**config.mk**
```make
export PLATFORM = sky130hd
export DESIGN_NAME = keypad_encoder_flat
export DESIGN_NICKNAME = d
export VERILOG_FILES = /design/src/rtl/keypad_encoder_pkg.sv /design/src/rtl/keypad_encoder_if.sv /design/src/rtl/keypad_encoder_kp_sync.sv /design/src/rtl/keypad_encoder.sv /design/src/flat_wrapper.sv
export SDC_FILE = /design/constraint.sdc
export NUM_CORES = 1
export LEC_CHECK = 0
export CORE_AREA = 2 2 74 76
export CTS_CLUSTER_SIZE = 30
export DETAILED_ROUTE_END_ITERATION = 10
export DIE_AREA = 0 0 76 78
export GPL_TIMING_DRIVEN = 0
export HOLD_SLACK_MARGIN = 0.06
export MAX_ROUTING_LAYER = met4
export SLEW_MARGIN = 40
export SYNTH_ARGS = -nofsm -noshare
export SYNTH_HDL_FRONTEND = slang
export SYNTH_SLANG_ARGS = --single-unit
```
**constraint.sdc**
```tcl
create_clock -name clk_i -period 3.65 [get_ports clk_i]
set_input_delay 0.5475 -clock clk_i [delete_from_list [all_inputs] [get_ports clk_i]]
set_output_delay 0.5475 -clock clk_i [all_outputs]
set_load 0.03 [all_outputs]
```
**src/rtl/keypad_encoder_pkg.sv**
```systemverilog
// Shared types for the keypad encoder: controller key codes, scan FSM states,
// and the combinational row/column to key-code map.
package keypad_encoder_pkg;

  localparam int IC_N    = 5;
  localparam int KE_N    = 4;
  localparam int KP_ROWS = 5;
  localparam int KP_COLS = 4;

  typedef enum logic [IC_N-1:0] {
    IC_NONE, IC_0, IC_1, IC_2, IC_3, IC_4, IC_5, IC_6, IC_7, IC_8, IC_9,
    IC_AD, IC_SB, IC_MU, IC_DI, IC_LP, IC_RP, IC_CLCL, IC_CLBK, IC_OK
  } ic_t;

  typedef enum logic [$clog2(KE_N)-1:0] {
    KE_SCAN, KE_DEBOUNCE, KE_PRESENT, KE_RELEASE
  } ke_t;

  typedef struct packed {
    logic vld;
    ic_t  code;
  } kmap_t;

  function automatic kmap_t key_map(input logic [2:0] row, input logic [1:0] col);
    kmap_t m;
    m = '{vld: 1'b1, code: IC_NONE};
    case ({row, col})
      5'd0:  m.code = IC_7;
      5'd1:  m.code = IC_8;
      5'd2:  m.code = IC_9;
      5'd3:  m.code = IC_DI;
      5'd4:  m.code = IC_4;
      5'd5:  m.code = IC_5;
      5'd6:  m.code = IC_6;
      5'd7:  m.code = IC_MU;
      5'd8:  m.code = IC_1;
      5'd9:  m.code = IC_2;
      5'd10: m.code = IC_3;
      5'd11: m.code = IC_SB;
      5'd12: m.code = IC_0;
      5'd13: m.code = IC_LP;
      5'd14: m.code = IC_RP;
      5'd15: m.code = IC_AD;
      5'd16: m.code = IC_CLCL;
      5'd17: m.code = IC_CLBK;
      5'd18: m.code = IC_OK;
      default: m.vld = 1'b0;  // r4c3 is reserved, plus unreachable encodings
    endcase
    return m;
  endfunction

endpackage

```
**src/rtl/keypad_encoder_if.sv**
```systemverilog
// Keypad matrix lines plus the in_cmd/in_ack link to the calculator controller.
interface keypad_encoder_if;
  import keypad_encoder_pkg::*;

  logic [KP_ROWS-1:0] kp_row;
  logic [KP_COLS-1:0] kp_col;
  ic_t                in_cmd;
  logic               in_ack;

  modport master (output kp_row, output in_cmd, input kp_col, input in_ack);
  modport slave  (input kp_row, input in_cmd, output kp_col, output in_ack);
endinterface

```
**src/rtl/keypad_encoder_kp_sync.sv**
```systemverilog
// Two-flop synchronizer; resets to all-ones so idle pulled-up lines read as released.
module kp_sync #(
  parameter int W = 4
) (
  input  logic         clk_i,
  input  logic         rst_ni,
  input  logic [W-1:0] d_i,
  output logic [W-1:0] q_o
);
  logic [W-1:0] s1_q, s2_q;

  always_ff @(posedge clk_i or negedge rst_ni) begin
    if (!rst_ni) begin
      s1_q <= '1;
      s2_q <= '1;
    end else begin
      s1_q <= d_i;
      s2_q <= s1_q;
    end
  end

  assign q_o = s2_q;
endmodule

```
**src/rtl/keypad_encoder.sv**
```systemverilog
// Row-scanning keypad encoder: debounces one key at a time and presents its code
// on in_cmd until the controller acknowledges it, then waits for a full release.
module keypad_encoder
  import keypad_encoder_pkg::*;
#(
  parameter int SCAN_DIV = 1000,
  parameter int DEBOUNCE = 8
) (
  input logic              clk_i,
  input logic              rst_ni,
  keypad_encoder_if.master bus
);
  localparam int DW = (SCAN_DIV > 1) ? $clog2(SCAN_DIV) : 1;
  localparam int CW = $clog2(DEBOUNCE + 1);
  localparam logic [DW-1:0] DIV_LAST = DW'(SCAN_DIV - 1);
  localparam logic [CW-1:0] DB_LAST  = CW'(DEBOUNCE);

  ke_t                state_q, state_d;
  logic [DW-1:0]      div_q, div_d;
  logic [CW-1:0]      cnt_q, cnt_d;
  logic [KP_ROWS-1:0] row_q, row_d;
  logic [1:0]         kcol_q, kcol_d;
  ic_t                cmd_q, cmd_d;

  logic [KP_COLS-1:0] col_s, low, kmask;
  logic [KP_ROWS-1:0] rot;
  logic [CW-1:0]      cnt_inc;
  logic [2:0]         ridx;
  logic [1:0]         lidx;
  logic               sample, one_low;
  kmap_t              kmap;

  kp_sync #(.W(KP_COLS)) u_sync (
    .clk_i  (clk_i),
    .rst_ni (rst_ni),
    .d_i    (bus.kp_col),
    .q_o    (col_s)
  );

  assign sample  = (div_q == DIV_LAST);
  assign low     = ~col_s;
  assign one_low = (low != '0) && ((low & (low - 1'b1)) == '0);
  assign kmask   = ~(KP_COLS'(1) << kcol_q);
  assign rot     = {row_q[KP_ROWS-2:0], row_q[KP_ROWS-1]};
  assign cnt_inc = (cnt_q == DB_LAST) ? cnt_q : cnt_q + 1'b1;
  assign kmap    = key_map(ridx, kcol_q);

  always_comb begin
    ridx = '0;
    lidx = '0;
    for (int i = 0; i < KP_ROWS; i++) if (!row_q[i]) ridx = 3'(i);
    for (int i = 0; i < KP_COLS; i++) if (low[i]) lidx = 2'(i);
  end

  always_ff @(posedge clk_i or negedge rst_ni) begin
    if (!rst_ni) begin
      state_q <= KE_SCAN;
      div_q   <= '0;
      cnt_q   <= '0;
      row_q   <= 5'b11110;
      kcol_q  <= '0;
      cmd_q   <= IC_NONE;
    end else begin
      state_q <= state_d;
      div_q   <= div_d;
      cnt_q   <= cnt_d;
      row_q   <= row_d;
      kcol_q  <= kcol_d;
      cmd_q   <= cmd_d;
    end
  end

  always_comb begin
    state_d = state_q;
    div_d   = sample ? '0 : div_q + 1'b1;
    cnt_d   = cnt_q;
    row_d   = row_q;
    kcol_d  = kcol_q;
    cmd_d   = cmd_q;
    case (state_q)
      KE_SCAN: if (sample) begin
        // Multiple lows are ghosting and are treated like an empty row.
        if (one_low) begin
          kcol_d  = lidx;
          cnt_d   = CW'(1);
          state_d = KE_DEBOUNCE;
        end else begin
          row_d = rot;
        end
      end
      KE_DEBOUNCE: if (sample) begin
        if (col_s == kmask) begin
          cnt_d = cnt_inc;
          if (cnt_inc == DB_LAST) begin
            cnt_d = '0;
            if (kmap.vld) begin
              cmd_d   = kmap.code;
              state_d = KE_PRESENT;
            end else begin
              state_d = KE_RELEASE;
            end
          end
        end else begin
          cnt_d   = '0;
          state_d = KE_SCAN;
        end
      end
      KE_PRESENT: if (bus.in_ack) begin
        cmd_d   = IC_NONE;
        state_d = KE_RELEASE;
      end
      KE_RELEASE: if (sample) begin
        if (col_s == '1) begin
          cnt_d = cnt_inc;
          if (cnt_inc == DB_LAST) begin
            cnt_d   = '0;
            row_d   = rot;
            state_d = KE_SCAN;
          end
        end else begin
          cnt_d = '0;
        end
      end
      default: state_d = KE_SCAN;
    endcase
  end

  assign bus.kp_row = row_q;
  assign bus.in_cmd = cmd_q;
endmodule

```
**src/flat_wrapper.sv**
```systemverilog
// flat-port wrapper written by rule: the top's interface ports become plain ports
module keypad_encoder_flat import keypad_encoder_pkg::*;
#(
  parameter int SCAN_DIV = 1000,
  parameter int DEBOUNCE = 8
)
  (clk_i, rst_ni, bus_kp_row, bus_in_cmd, bus_kp_col, bus_in_ack);
  keypad_encoder_if bus_i ();
  input logic clk_i;
  input logic rst_ni;
  output wire logic [$bits(bus_i.kp_row)-1:0] bus_kp_row;
  output wire logic [$bits(bus_i.in_cmd)-1:0] bus_in_cmd;
  input wire logic [$bits(bus_i.kp_col)-1:0] bus_kp_col;
  input wire logic [$bits(bus_i.in_ack)-1:0] bus_in_ack;
  assign bus_kp_row = bus_i.kp_row;
  assign bus_in_cmd = bus_i.in_cmd;
  assign bus_i.kp_col = bus_kp_col;
  assign bus_i.in_ack = bus_in_ack;
  keypad_encoder #(.SCAN_DIV(SCAN_DIV), .DEBOUNCE(DEBOUNCE)) u_core (.clk_i(clk_i), .rst_ni(rst_ni), .bus(bus_i));
endmodule
```
==> results of run 1 <==
==> layout make-up <==
cell class | instances | area (sq um) | area share (%)
inverters | 7 | 26.28 | 1.098
repair buffers | 17 | 175.2 | 7.322
well taps | 70 | 87.58 | 3.661
plain buffers | 12 | 46.29 | 1.935
flip-flops and latches | 36 | 915.9 | 38.28
clock buffers | 6 | 72.57 | 3.033
clock inverters | 2 | 35.03 | 1.464
multi-input cells | 159 | 1033 | 43.20
==> how the worst max path moves through the flow <==
stage / end / cells after the start / start / slack [ps]
final: u_core.bus.in_cmd[3] / 7 / u_core.cnt_q[0] / 1220
after floorplan: u_core.bus.in_cmd[0] / 7 / u_core.cnt_q[0] / 1450
after detailed placement: u_core.bus.in_cmd[3] / 7 / u_core.cnt_q[0] / 1240
after CTS: u_core.bus.in_cmd[3] / 7 / u_core.cnt_q[0] / 1210
after global routing: u_core.bus.in_cmd[2] / 7 / u_core.cnt_q[0] / 1080
after global placement: u_core.cnt_q[0] / 1 / rst_ni / 1190
==> cell families after synthesis <==
family	share of synthesized area (%)
DFF	45.30
buffers and inverters	3.589
adders and majority gates	1.857
xor gates and xnor gates	3.899
muxes	3.589
and+or+nand+nor	25.25
AOI/OAI and AO/OA	16.52
==> flip-flops by register name (all words and copies together), names as in the netlist, named ones only <==
| name | cells |
|---|---|
| u_core.cnt_q | 4 |
| u_core.state_q | 1 |
| u_core.u_sync.s1_q | 4 |
| u_core.bus.kp_row | 5 |
| u_core.kcol_q | 2 |
| u_core.div_q | 10 |
| u_core.u_sync.q_o | 4 |
| u_core.bus.in_cmd | 5 |
==> placed cells by master, fill, tap and decap left out, types with 6 or more instances in the layout <==
| cell type | instances |
|---|---|
| nand2_1 | 25 |
| dfrtp_1 | 24 |
| nand3_1 | 20 |
| clkdlybuf4s50_1 | 15 |
| clkbuf_1 | 12 |
| nor2_1 | 12 |
| o21ai_0 | 12 |
| dfstp_2 | 12 |
| inv_1 | 7 |
| a21oi_1 | 7 |
| xor2_1 | 6 |
| or3_1 | 6 |
==> power groups by stage <==
| stage | registers [mW] | clock network [mW] | logic [mW] |
|---|---|---|---|
| floorplan | 0.417 | 0 | 0.0127 |
| global placement | 0.417 | 0 | 0.0302 |
| detailed placement | 0.417 | 0 | 0.0321 |
| CTS | 0.410 | 0.353 | 0.0325 |
| global route | 0.411 | 0.371 | 0.0362 |
| finish | 0.410 | 0.344 | 0.0315 |
==> layer usage <==
layer	routed length (microns)	up-vias	track usage [%]	share of wire [%]
met5	0	-	-	0
met4	43	0	4.909	1.0
met3	211	5	3.256	4.9
met2	1845	44	24.20	43
met1	2193	767	21.80	51
li1	-	829	-	-
==> synthesized netlist by cell type, drive strengths merged, types with 5 or more instances <==
master	instances
o21ai	12
inv	7
dfstp	12
nand3	20
or3	7
mux2i	5
a2bb2oi	5
clkbuf	11
xor2	6
o211ai	5
nor2	12
dfrtp	24
nand2	26
a21oi	7
==> results.py, run 1 <==
metrics = {
    "pwr": {
        "power.switching_uw": 162.4,
        "total_power_uw": 786.3,
        "power_density_nw_per_um2": 328.7,
        "p_seq_share_pct": 52.2,
        "pwr-share-clk_pct": 43.8,
        "switching_share_pct": 20.65,
        "vdd_drop_max_mv": 0.2930,
        "combinationalPowerShare_pct": 4.0,
        "cellLeakagePower_nw": 0.9107,
        "intPower_uw": 623.9,
    },
    "synth": {
        "ys_seq_elements": 36,
        "synth_cells": 214,
        "ys.flop_type": "dfrtp_1",
        "synth_area_leader_cell": "dfrtp_1",
        "synthDistinctLibCells": 45,
        "syn_nets": 224,
        "syn_area_per_cell_sq_um": 9.448,
        "async_reset_ff_share_pct": 100.0,
        "synth_area_sq_um": 2022,
        "ys_warn_count": 0,
        "ys_seq_area_share_pct": 45.30,
        "synth_edf_count": 0,
        "synth_area_leaders": "dfrtp_1 (30%), dfstp_2 (16%), nand3_1 (5.0%)",
        "synth_top_area_share_pct": 29.70,
    },
    "place": {
        "place_congestion": 0.7935,
        "dp_cells": 301,
        "dp_hpwl_microns": 3052,
        "preCtsSetupSlack_ps": 1236,
        "portBuffers": 16,
        "placed_area_sq_um": 2285,
    },
    "critical_path": {
        "r2r_slack_ps": 1220,
        "worst-r2r-cell-count": 7,
        "cp_max_fo": 7,
        "cp-end-kind": "flip-flop",
        "worst-path-buf-inv": 1,
        "path_delay_family": "simple AND/OR/NAND/NOR gates",
        "worstSetupStartpointType": "flip-flop",
        "max_stage_delay_ps": 510,
        "path_cells": "inv_1, ha_1, nand2_2, or3_4, a311o_1, nor4b_4, mux2i_1",
        "worst-setup-path-type": "flip-flop to flip-flop",
        "rr_startpoint": "u_core.cnt_q[0]",
        "crit_path_top_delay_cell": "nor4b_4",
        "required_ps": 3860,
        "reg2reg_to": "u_core.bus.in_cmd[3]",
        "cp.arrival_ps": 2650,
    },
    "die": {
        "fp-row-count": 26,
        "die-area_sq_um": 5928,
        "dieHeight_microns": 78,
        "core_sq_um": 5042,
        "initial_core_util_pct": 40.10,
        "ios": 17,
        "fp.dieW_microns": 76,
    },
    "clock_tree": {
        "cts_hold_buf": 0,
        "cts_root_buffer": "clkbuf_8",
        "post_cts_resized": 0,
        "cts_tree": "done",
        "post_cts_buffers": 0,
        "cts-buffers-inserted": 5,
        "numClockSinks": 36,
        "htreeDepth": 2,
        "clock_path_buffers": 2,
        "clk_pin_slew_ps": 70,
        "worstSkewPairLatency_ps": 290,
    },
    "routing": {
        "antenna_left": 0,
        "viasPerCell": 5.324,
        "drc_errors": 0,
        "dr.pass1.iters": 4,
        "drt_iter0_markers": 69,
        "num_vias": 1645,
        "wl_per_cell_microns": 13.90,
        "totalWireLength_microns": 4294,
    },
    "sta": {
        "setup_violations": 0,
        "worstMarginPinSlew_ps": 477.3,
        "finalCritPeriodShare_pct": 66.59,
        "rsz0062_at_grt": "no",
        "skew_ps": 4.273,
        "fmax_mhz": 411.4,
        "hold_viol": 0,
        "slew_violations": 0,
        "min_period_ps": 2431,
        "timing.setup.tns_ps": 0,
        "worst_slack_ps": 1219,
        "whs_ps": 147.6,
        "slew-limit-headroom_pct": 68.05,
    },
    "global_routing": {
        "grt_pass1_vias": 1491,
        "grt_use_total_pct": 15.99,
        "grt_overflow": 0,
        "grt_max_degree": 25,
        "grt_pass1_wl_microns": 7452,
        "antenna_found_initial": 0,
    },
    "job": {
        "drv_cap": 0,
    },
    "final_layout": {
        "area_growth_pct": 18.32,
        "n_fill_cell": 512,
        "fin_cells": 309,
        "drive_above_1_share_pct": 11.72,
        "nNetsFinal": 248,
        "antenna_cells": 0,
        "finalCoreUtilization_pct": 47.44,
        "fin_area_sq_um": 2392,
    },
    "status": {
        "outcome": "complete, no violations",
    },
    "min_path": {
        "hold_path.class": "primary input to asynchronous set/reset pin",
    },
}
No activity file was read; power rests on OpenSTA's default activity.
==> run 2: changes to the inputs <==
- clock period: 3.65 -> 2.4 ns (I/O delays scaled with it)
==> run 2 against run 1 <==
Compared with the run above: wire length down 0.37%; core utilization grew 0.42 points; hold slack improved by 210 ps; final area increased by 0.89%; via count shrank 0.12%; count of clock-buffer cells in the layout unchanged; non-clock buffer count grew 2; register-to-register slack got worse by 1100 ps; final cell count up 0.65%; global-route usage increased by 0.052 points; critical path type unchanged; critical endpoint is now u_core.bus.kp_row[4]; largest cell class unchanged; largest power group unchanged; highest routed layer unchanged.
==> results.py, run 2 (synthesis gave the netlist of run 1 again) <==
metrics = {
    "status": {
        "outcome": "complete, no violations",
    },
    "pwr": {
        "p_seq_share_pct": 52.2,
        "switching_share_pct": 20.58,
        "pwr-share-clk_pct": 43.7,
        "total_power_mw": 1.196,
        "power.switching_uw": 246.2,
        "cellLeakagePower_nw": 0.9226,
        "intPower_uw": 949.9,
        "combinationalPowerShare_pct": 4.1,
        "power_density_nw_per_um2": 495.6,
        "vdd_drop_max_mv": 0.4459,
    },
    "sta": {
        "slew-limit-headroom_pct": 69.13,
        "fmax_mhz": 444.1,
        "worstMarginPinSlew_ps": 460.2,
        "rsz0062_at_grt": "no",
        "slew_violations": 0,
        "hold_viol": 0,
        "finalCritPeriodShare_pct": 93.83,
        "skew_ps": 4.332,
        "whs_ps": 356.3,
        "setup_violations": 0,
        "min_period_ps": 2252,
    },
    "die": {
        "core_sq_um": 5042,
        "initial_core_util_pct": 40.10,
        "fp-row-count": 26,
        "die-area_sq_um": 5928,
        "fp.dieW_microns": 76,
        "ios": 17,
        "dieHeight_microns": 78,
    },
    "critical_path": {
        "cp-end-kind": "flip-flop",
        "crit_path_start": "u_core.cnt_q[0]",
        "worst-setup-path-type": "flip-flop to flip-flop",
        "cp.arrival_ps": 2480,
        "worstSetupStartpointType": "flip-flop",
        "cp_max_fo": 10,
        "rr_startpoint": "u_core.cnt_q[0]",
        "required_ps": 2630,
    },
    "global_routing": {
        "grt_use_total_pct": 16.04,
        "antenna_found_initial": 0,
        "grt_pass1_vias": 1500,
        "grt_pass1_wl_microns": 7479,
        "grt_overflow": 0,
        "grt_max_degree": 25,
    },
    "final_layout": {
        "antenna_cells": 0,
        "final_common_cell": "nand2_1",
        "fin_area_sq_um": 2414,
        "area_growth_pct": 19.37,
        "largest_reg_flops": 10,
        "n_fill_cell": 511,
        "mostFrequentLayoutCells": "nand2_1 (25), dfrtp_1 (23), nand3_1 (20)",
        "nNetsFinal": 250,
        "largest-register": "u_core.div_q",
        "drive_above_1_share_pct": 13.28,
    },
    "routing": {
        "dr.pass1.iters": 5,
        "drt_iter0_markers": 70,
        "drc_errors": 0,
        "viasPerCell": 5.283,
        "antenna_left": 0,
        "wl_per_cell_microns": 13.76,
        "totalWireLength_microns": 4278,
        "num_vias": 1643,
    },
    "clock_tree": {
        "clock_path_buffers": 2,
        "numClockSinks": 36,
        "clk_pin_slew_ps": 70,
        "cts-buffers-inserted": 5,
        "cts_tree": "done",
        "cts_root_buffer": "clkbuf_8",
        "worstSkewPairLatency_ps": 290,
        "htreeDepth": 2,
    },
    "min_path": {
        "hold_path.class": "flip-flop to flip-flop",
        "hp-start": "u_core.u_sync.s1_q[3]",
    },
    "place": {
        "dp_hpwl_microns": 3052,
        "place_congestion": 0.7935,
        "placed_area_sq_um": 2285,
        "portBuffers": 16,
    },
    "job": {
        "drv_cap": 0,
    },
}
run 2: layer usage:
layer | global-route usage, % | vias to the layer above | share of wire [%]
met5 | - | - | 0
met1 | 21.88 | 769 | 51
met3 | 3.140 | 4 | 4.2
li1 | - | 833 | -
met4 | 4.909 | 0 | 0.98
met2 | 24.38 | 37 | 44
run 2: path summary, 6_finish.rpt:
| check | endpoint | slack [ps] | cells after the start |
|---|---|---|---|
| max in group asynchronous | u_core.u_sync.q_o[0] | 1390 | 3 |
| worst max register to register | u_core.bus.kp_row[4] | 150 | 8 |
| min in group asynchronous | u_core.bus.in_cmd[2] | 500 | 2 |
| worst max-delay path | u_core.bus.kp_row[4] | 150 | 8 |
| worst min-delay path | u_core.u_sync.q_o[3] | 360 | 0 |
| worst min register to register | u_core.u_sync.q_o[3] | 360 | 0 |
run 2: timing repair:
item                                   CTS  global route
hold buffers                             1             0
setup endpoints to repair                5             9
gates resized for setup                  0             4
setup buffers                            0             1
gates cloned                             0             0
pin swaps                                1             2
endpoints found under the hold margin    8             0
run 2: cell type report:
class / instances / area, sq um / share of cell area (%)
Timing Repair Buffer: 19 / 192.7 / 7.983
Buffer: 12 / 47.55 / 1.970
Sequential cell: 36 / 917.1 / 38.00
Multi-Input combinational cell: 159 / 1035 / 42.87
Clock buffer: 6 / 72.57 / 3.007
Inverter: 7 / 26.28 / 1.089
Tap cell: 70 / 87.58 / 3.629
Clock inverter: 2 / 35.03 / 1.452
run 2: worst max-delay path, cell delays in order (launching register included):
cell     delay (ps)
dfrtp_2         450
inv_1            90
ha_1            160
nand2_2          80
or3_4           340
a311o_2         410
buf_2           220
or3_1           380
nand3_1          90
run 2: through the flow:
step / setup slack (ps) / utilization (%) / TNS (ps) / std cells
final: 148.1 / 47.87 / 0 / 311
after global routing: 11.66 / 47.87 / 0 / 311
after CTS: 4.273 / 47.64 / 0 / 310
after detailed placement: -13.88 / 45.31 / -56.43 / 301
after global placement: -15.41 / 45.01 / -41.38 / 300
after floorplan: 203.7 / - / 0 / 214
run 2: power by group through the flow:
stage | Sequential (mW) | Clock (mW) | Combinational, mW
final | 0.624 | 0.523 | 0.0494
after global placement | 0.635 | 0 | 0.0459
after floorplan | 0.634 | 0 | 0.0193
after detailed placement | 0.635 | 0 | 0.0489
after global routing | 0.625 | 0.565 | 0.0565
after CTS | 0.624 | 0.537 | 0.0506
